--- config.mk ---
export PLATFORM = sky130hd
export DESIGN_NAME = vga_frame_packer
export DESIGN_NICKNAME = d
export VERILOG_FILES = /design/src/rtl/vga_frame_packer.sv
export SDC_FILE = /design/constraint.sdc
export NUM_CORES = 1
export LEC_CHECK = 0
export CORE_ASPECT_RATIO = 0.5
export CORE_UTILIZATION = 30
export DETAILED_ROUTE_END_ITERATION = 8
export GPL_TIMING_DRIVEN = 0
export PLACE_DENSITY_LB_ADDON = 0.3
export SYNTH_ARGS = -nofsm -noshare
export SYNTH_HDL_FRONTEND = slang
export SYNTH_SLANG_ARGS = --single-unit
--- constraint.sdc ---
create_clock -name clk_cpu -period 5.49 [get_ports clk_cpu]
set_input_delay 1.098 -clock clk_cpu [delete_from_list [all_inputs] [get_ports clk_cpu]]
set_output_delay 1.098 -clock clk_cpu [all_outputs]
set_load 0.01 [all_outputs]
--- src/rtl/vga_frame_packer.sv ---
// Game-object register file and packet multiplexer feeding the VGA controller's data_in word.
// Define VGA_PACKER_SHADOW_EN to buffer CPU writes and commit them atomically on each frame tick.
module vga_frame_packer #(
  parameter int ROAD_ROWS   = 240,
  parameter int FRAME_CNT_W = 16
) (
  input  logic                   clk_cpu,
  input  logic                   sys_rst_n,
  input  logic                   wr_en,
  input  logic [1:0]             wr_addr,
  input  logic [31:0]            wr_data,
  input  logic                   vsync_in,
  output logic [31:0]            vga_data,
  output logic [FRAME_CNT_W-1:0] frame_cnt
);

  typedef enum logic [1:0] {S_USER, S_ENEMY, S_ROAD} slot_t;

  typedef struct packed {
    logic [10:0] ux;
    logic [10:0] uy;
    logic [10:0] ex;
    logic [10:0] ey;
    logic [1:0]  gs;
    logic [3:0]  step;
  } regs_t;

  localparam logic [1:0]  GS_READY  = 2'b00;
  localparam logic [1:0]  GS_DURING = 2'b01;
  localparam logic [11:0] ROWS_L    = 12'(ROAD_ROWS);

  slot_t       slot;
  regs_t       act_r;
  regs_t       in_r;
  regs_t       nxt_r;
  logic [10:0] road_margin;
  logic [11:0] margin_sum;
  logic [11:0] margin_wrap;
  logic        vs_meta;
  logic        vs_sync;
  logic        vs_prev;
  logic        frame_tick;
  logic        unused_wr_bits;

  assign unused_wr_bits = ^{wr_data[31:27], wr_data[15:11]};

  // vsync_in is from the pixel clock domain; two flops resynchronise, the third detects the fall.
  always_ff @(posedge clk_cpu or negedge sys_rst_n) begin
    if (!sys_rst_n) begin
      vs_meta <= 1'b0;
      vs_sync <= 1'b0;
      vs_prev <= 1'b0;
    end else begin
      vs_meta <= vsync_in;
      vs_sync <= vs_meta;
      vs_prev <= vs_sync;
    end
  end

  assign frame_tick = vs_prev & ~vs_sync;

`ifdef VGA_PACKER_SHADOW_EN
  regs_t pend_r;

  always_ff @(posedge clk_cpu or negedge sys_rst_n) begin
    if (!sys_rst_n) pend_r <= '0;
    else            pend_r <= in_r;
  end
`endif

  // in_r merges this cycle's write into the set it targets; nxt_r is what becomes active at the edge.
  always_comb begin
`ifdef VGA_PACKER_SHADOW_EN
    in_r = pend_r;
`else
    in_r = act_r;
`endif
    if (wr_en) begin
      case (wr_addr)
        2'd0: begin
          in_r.uy = wr_data[26:16];
          in_r.ux = wr_data[10:0];
        end
        2'd1: begin
          in_r.ey = wr_data[26:16];
          in_r.ex = wr_data[10:0];
        end
        2'd2: begin
          in_r.gs   = wr_data[1:0];
          in_r.step = wr_data[7:4];
        end
        default: ;
      endcase
    end
`ifdef VGA_PACKER_SHADOW_EN
    nxt_r = frame_tick ? in_r : act_r;
`else
    nxt_r = in_r;
`endif
  end

  assign margin_sum  = {1'b0, road_margin} + {8'b0, nxt_r.step};
  assign margin_wrap = margin_sum - ROWS_L;

  // Scroll decisions use nxt_r so a same-cycle control write (or commit) steers this tick.
  always_ff @(posedge clk_cpu or negedge sys_rst_n) begin
    if (!sys_rst_n) begin
      act_r       <= '0;
      road_margin <= '0;
      frame_cnt   <= '0;
    end else begin
      act_r <= nxt_r;
      if (frame_tick) frame_cnt <= frame_cnt + {{(FRAME_CNT_W-1){1'b0}}, 1'b1};
      if (nxt_r.gs == GS_READY) begin
        road_margin <= '0;
      end else if (frame_tick && nxt_r.gs == GS_DURING) begin
        road_margin <= (margin_sum >= ROWS_L) ? margin_wrap[10:0] : margin_sum[10:0];
      end
    end
  end

  always_ff @(posedge clk_cpu or negedge sys_rst_n) begin
    if (!sys_rst_n) begin
      slot     <= S_USER;
      vga_data <= '0;
    end else begin
      case (slot)
        S_USER: begin
          vga_data <= {2'b01, act_r.gs, act_r.uy, act_r.ux, 6'b0};
          slot     <= S_ENEMY;
        end
        S_ENEMY: begin
          vga_data <= {2'b10, act_r.gs, act_r.ey, act_r.ex, 6'b0};
          slot     <= S_ROAD;
        end
        S_ROAD: begin
          vga_data <= {2'b11, act_r.gs, road_margin, 11'b0, 6'b0};
          slot     <= S_USER;
        end
        default: begin
          vga_data <= '0;
          slot     <= S_USER;
        end
      endcase
    end
  end

endmodule
======== Yosys cells after proc, flatten, opt, wreduce, memory -nomap -nowiden ========
Cells that the tools add are included.
Widths: inputs -> output; s select.
operators by class
  add/subtract/negate cells ............... 3
  multiply operators ...................... 0
  div/mod/pow operators ................... 0
  order comparisons ....................... 1
  equal/unequal tests ..................... 5
  shifts and indexed selects .............. 0
  mux-type cells .......................... 7
  bitwise gates (word level) .............. 2
  reduce and logical (&&, ||, !) cells .... 7
operators by type and width
  cell                   number
  $pmux 32 s3            1
  $mux 11                3
  $add 16x1->16 const B  1
  $add 11x4->12          1
  $ge 12x8->1 const B    1
  $mux 6                 2
  $sub 11x8->11 const B  1
  $eq 2x1->1 const B     3
  $logic_not 2->1        3
  $eq 2x2->1 const B     2
  $pmux 2 s2             1
  $reduce_and 2->1       2
  $reduce_bool 2->1      1
  $and 1x1->1            1
  $logic_and 1x1->1      1
  $not 1->1              1
storage, ports and cells
  flip-flop bits (word level) ............. 114
  latch bits .............................. 0
  RAM bits ................................ 0
  memory bits (read-only) ................. 0
  input bits .............................. 38
  output and inout bits ................... 48
  memories ................................ 0

======== Depth between registers and ports, before layout ========
Gate-level depths: netlist of run 1.
  depth in word-level cells ............... 8
  depth in mapped cells ................... 12
  mapped depth without buffers ............ 12

======== Worst setup path after synthesis of run 1 ========
No wires, ideal clock.
  path type ............................... input port to flip-flop
  start point ............................. in wr_addr[0]
  end point ............................... reg road_margin[4]
  library setup time ...................... 121 ps
  arrival time ............................ 4,104 ps
  required time ........................... 5,369 ps
  slack ................................... 1,265 ps
  cell stages on the path ................. 12
  cells stage by stage .................... nand3b_1 mux2_2 ha_1 fa_1 a211oi_4 nor2_1 xor2_1 ha_1 o31ai_4 and3_1 or2_2 a22o_1
RTL lines
  element                 line  RTL
  start: declaration      10    input logic [1:0] wr_addr,
  end signal: assignment  117   road_margin <= (margin_sum >= ROWS_L) ? margin_wrap[10:0] : margin_sum[10:0];
  end: declaration        36    logic [10:0] road_margin;

==> run metrics, run 1 <==
CP Class primary input to register; Iteration-0 DRC Markers 195; n_diodes 0; crit path to road_margin[4]; DR WL/cell 15.3 um; CTS sink cnt 108; initial antenna violation count 0; Power Dens Cells 342 nW/um2; post-layout net count 525; FF-to-FF path depth 11; outcome finished, final reports clean; CTS tree built; end of the worst register-to-register path road_margin[4]; initial core utilization 30.9%; Worst EP required 5.73 ns; Mean Syn Cell Area 12.3 um2; Critical R2R Launch act_r[0]; Final HPWL DP 7370 um; GPL Wtd Cong 0.882; Switching Fraction 26.4%; Remaining Overflow, GRT 0; post-synthesis register bit count 108; most frequent cells in the layout 108 x dfrtp_1, 68 x clkdlybuf4s50_1, 50 x mux2_2; Die Area 16500 um2; Area Growth Syn to Fin 26.8%; drt via density 4.88; port bufs 69; share of layout cells above drive strength 1 17.2%; post-synth cell types 51; Max VDD drop 0.000160 V; Boundary Pins 86; Post-synth EDFFs 0; DRT antenna net count 0; post-place instance area 5770 um2; cts hold-fix bufs 0; fin cells 682; DRC 0; register area share after synthesis 56.5%; Gate power share 20.4%; Synth area leader dfrtp_1; clock buffer count from CTS 9; Routed WL 10400 um; Hold Crit Start vs_meta; Fmax 0.206 GHz; cts repair resizes 0; Worst Tran Pin Value 0.676 ns; relative slew slack 55.0%; vias in the first global route 3282; placed cell count 667; largest net degree at the start of global routing 70; fin area 6060 um2; RSZ-0062 raised after global routing false; Setup Fix Bufs, Post-CTS 0; min-delay worst type register to register; R2R Setup Slk 1.97 ns; Die Wd 181 um; Rows 32; Primary FF master, synth dfrtp_1; share of total power in the clock network 31.3%; Root Buffer clkbuf_16; Period Utilization, post-route 88.3%; CP Launch Type primary input; Fin Clk Skew 0.00835 ns; Lkg Pwr 2.60 nW; Total GRT Usage 13.4%; post-synth top area share 56.5%; synth top area cells dfrtp_1 57%, mux2_2 12%, ha_1 3.1%; Skew-Pair Late Insertion Delay 0.35 ns; Flop pwr share 48.2%; critical path endpoint category register; peak fanout along the critical path 8; die extent in y 91.3 um; WP data arrival 5.08 ns; endpoints failing setup 0; Synth Cell Area 4780 um2; internal power 1.52 mW; Core ar. 15500 um2; asr flop ratio synth 100%; Final Slew Violations 0; Fin. Hold Viols 0; Gate Count Post-Synth 388; Syn. warnings 0; H-tree depth 3; Final min period 4.85 ns; NetSw 547 uW; clock tree buffer depth 2; CP Launch Point wr_addr[0]; Clock Pin Slew Worst Setup and Hold Paths 0.07 ns; most common cell after layout, fill and taps aside dfrtp_1; routed vias 3330; Max-Cap Viols 0; Pre-Repair DR Iteration Count 8; first-pass GRT wire length 17200 um
## power by group through the flow
stage / Clock, mW / Combinational, mW / Sequential [mW]
floorplan: 0 / 0.209 / 1.03
global placement: 0 / 0.418 / 1.01
detailed placement: 0 / 0.427 / 1.02
CTS: 0.669 / 0.428 / 1.00
global route: 0.699 / 0.465 / 1.02
finish: 0.649 / 0.423 / 0.998
## cell type report
cell class                      count  area, um2
Fill cell                        1521       9430
Sequential cell                   108       2700
Multi-Input combinational cell    253       1950
Timing Repair Buffer               70        716
Tap cell                          204        255
Clock buffer                       10        229
Buffer                             20       97.6
Clock inverter                      5       62.6
Inverter                           12       45.0
## sequential cells by signal, summed over array words and instances (netlist names)
register,count
frame_cnt,16
vs_sync,1
vs_meta,1
act_r,50
vga_data,26
slot,2
road_margin,11
vs_prev,1
## Yosys cell counts (2+ instances only)
cell      instances
dfrtp_1         108
mux2_2           50
nor2_1           35
nand2_1          16
xnor2_1          13
a22oi_1          12
clkbuf_1         12
ha_1             12
inv_1            12
a222oi_1         11
nand4_1           8
o21ai_0           8
and3_1            7
nand3_1           7
buf_4             6
a31oi_1           5
mux2i_1           5
nor3_1            5
xor2_1            5
a21oi_1           4
and2_1            4
o211ai_1          4
o22ai_1           4
a22o_1            3
a211o_1           2
and2_0            2
buf_1             2
nand3b_1          2
o31ai_1           2
## worst max-delay path, stage by stage
cell and delay (ns):
clkdlybuf4s50_1 0.50, nand3b_1 0.30, mux2_2 0.40, ha_1 0.22
fa_1 0.46, a211oi_4 0.40, nor2_1 0.17, xor2_1 0.32
ha_1 0.36, o31ai_4 0.17, and3_1 0.21, or2_2 0.26
a22o_1 0.19
## per-stage QoR
stage	setup TNS (ns)	setup WS, ns	utilization (%)	power [mW]	hold WS, ns
global placement	-96.91	-0.909	37.1	1.43	0.340
floorplan	0	1.27	-	1.24	0.331
CTS	0	0.676	39.1	2.10	0.361
finish	0	0.643	39.1	2.07	0.358
detailed placement	0	0.342	37.2	1.44	0.342
global route	0	0.465	39.1	2.18	0.369
## routing by layer
metal	global-route usage (%)	share of wire, %
met3	3.41	4.4
met2	21.3	47
met5	0	0
met1	18.3	48
met4	3.63	1.1
## worst min-delay path by stage
stage,to,depth (start not counted)
2_1_floorplan,vs_sync,0
3_3_place_gp,vs_sync,0
3_5_place_dp,vs_sync,0
4_1_cts,vs_sync,0
5_1_grt,vs_sync,0
6_report,vs_sync,0
## cell families after synthesis
group / Yosys count / synth area share (%)
buffers and inverters: 32 / 2.98
AOI/OAI and AO/OA: 67 / 11.1
muxes: 55 / 12.8
and+or+nand+nor: 94 / 9.66
xor gates and xnor gates: 18 / 3.30
adders and majority gates: 13 / 3.56
DFF: 108 / 56.5
other: 1 / 0.0784
Power figures use the tool's default switching activity.
==> run 2: changes to the inputs <==
--- a/config.mk
+++ b/config.mk
@@ -7,6 +7,7 @@
 export LEC_CHECK = 0
 export CORE_ASPECT_RATIO = 0.5
 export CORE_UTILIZATION = 30
+export CTS_CLUSTER_SIZE = 40
 export DETAILED_ROUTE_END_ITERATION = 8
 export GPL_TIMING_DRIVEN = 0
 export PLACE_DENSITY_LB_ADDON = 0.3
==> results of run 2 <==
Same layout as run 1: the final DEF is identical, and so are final timing and power.
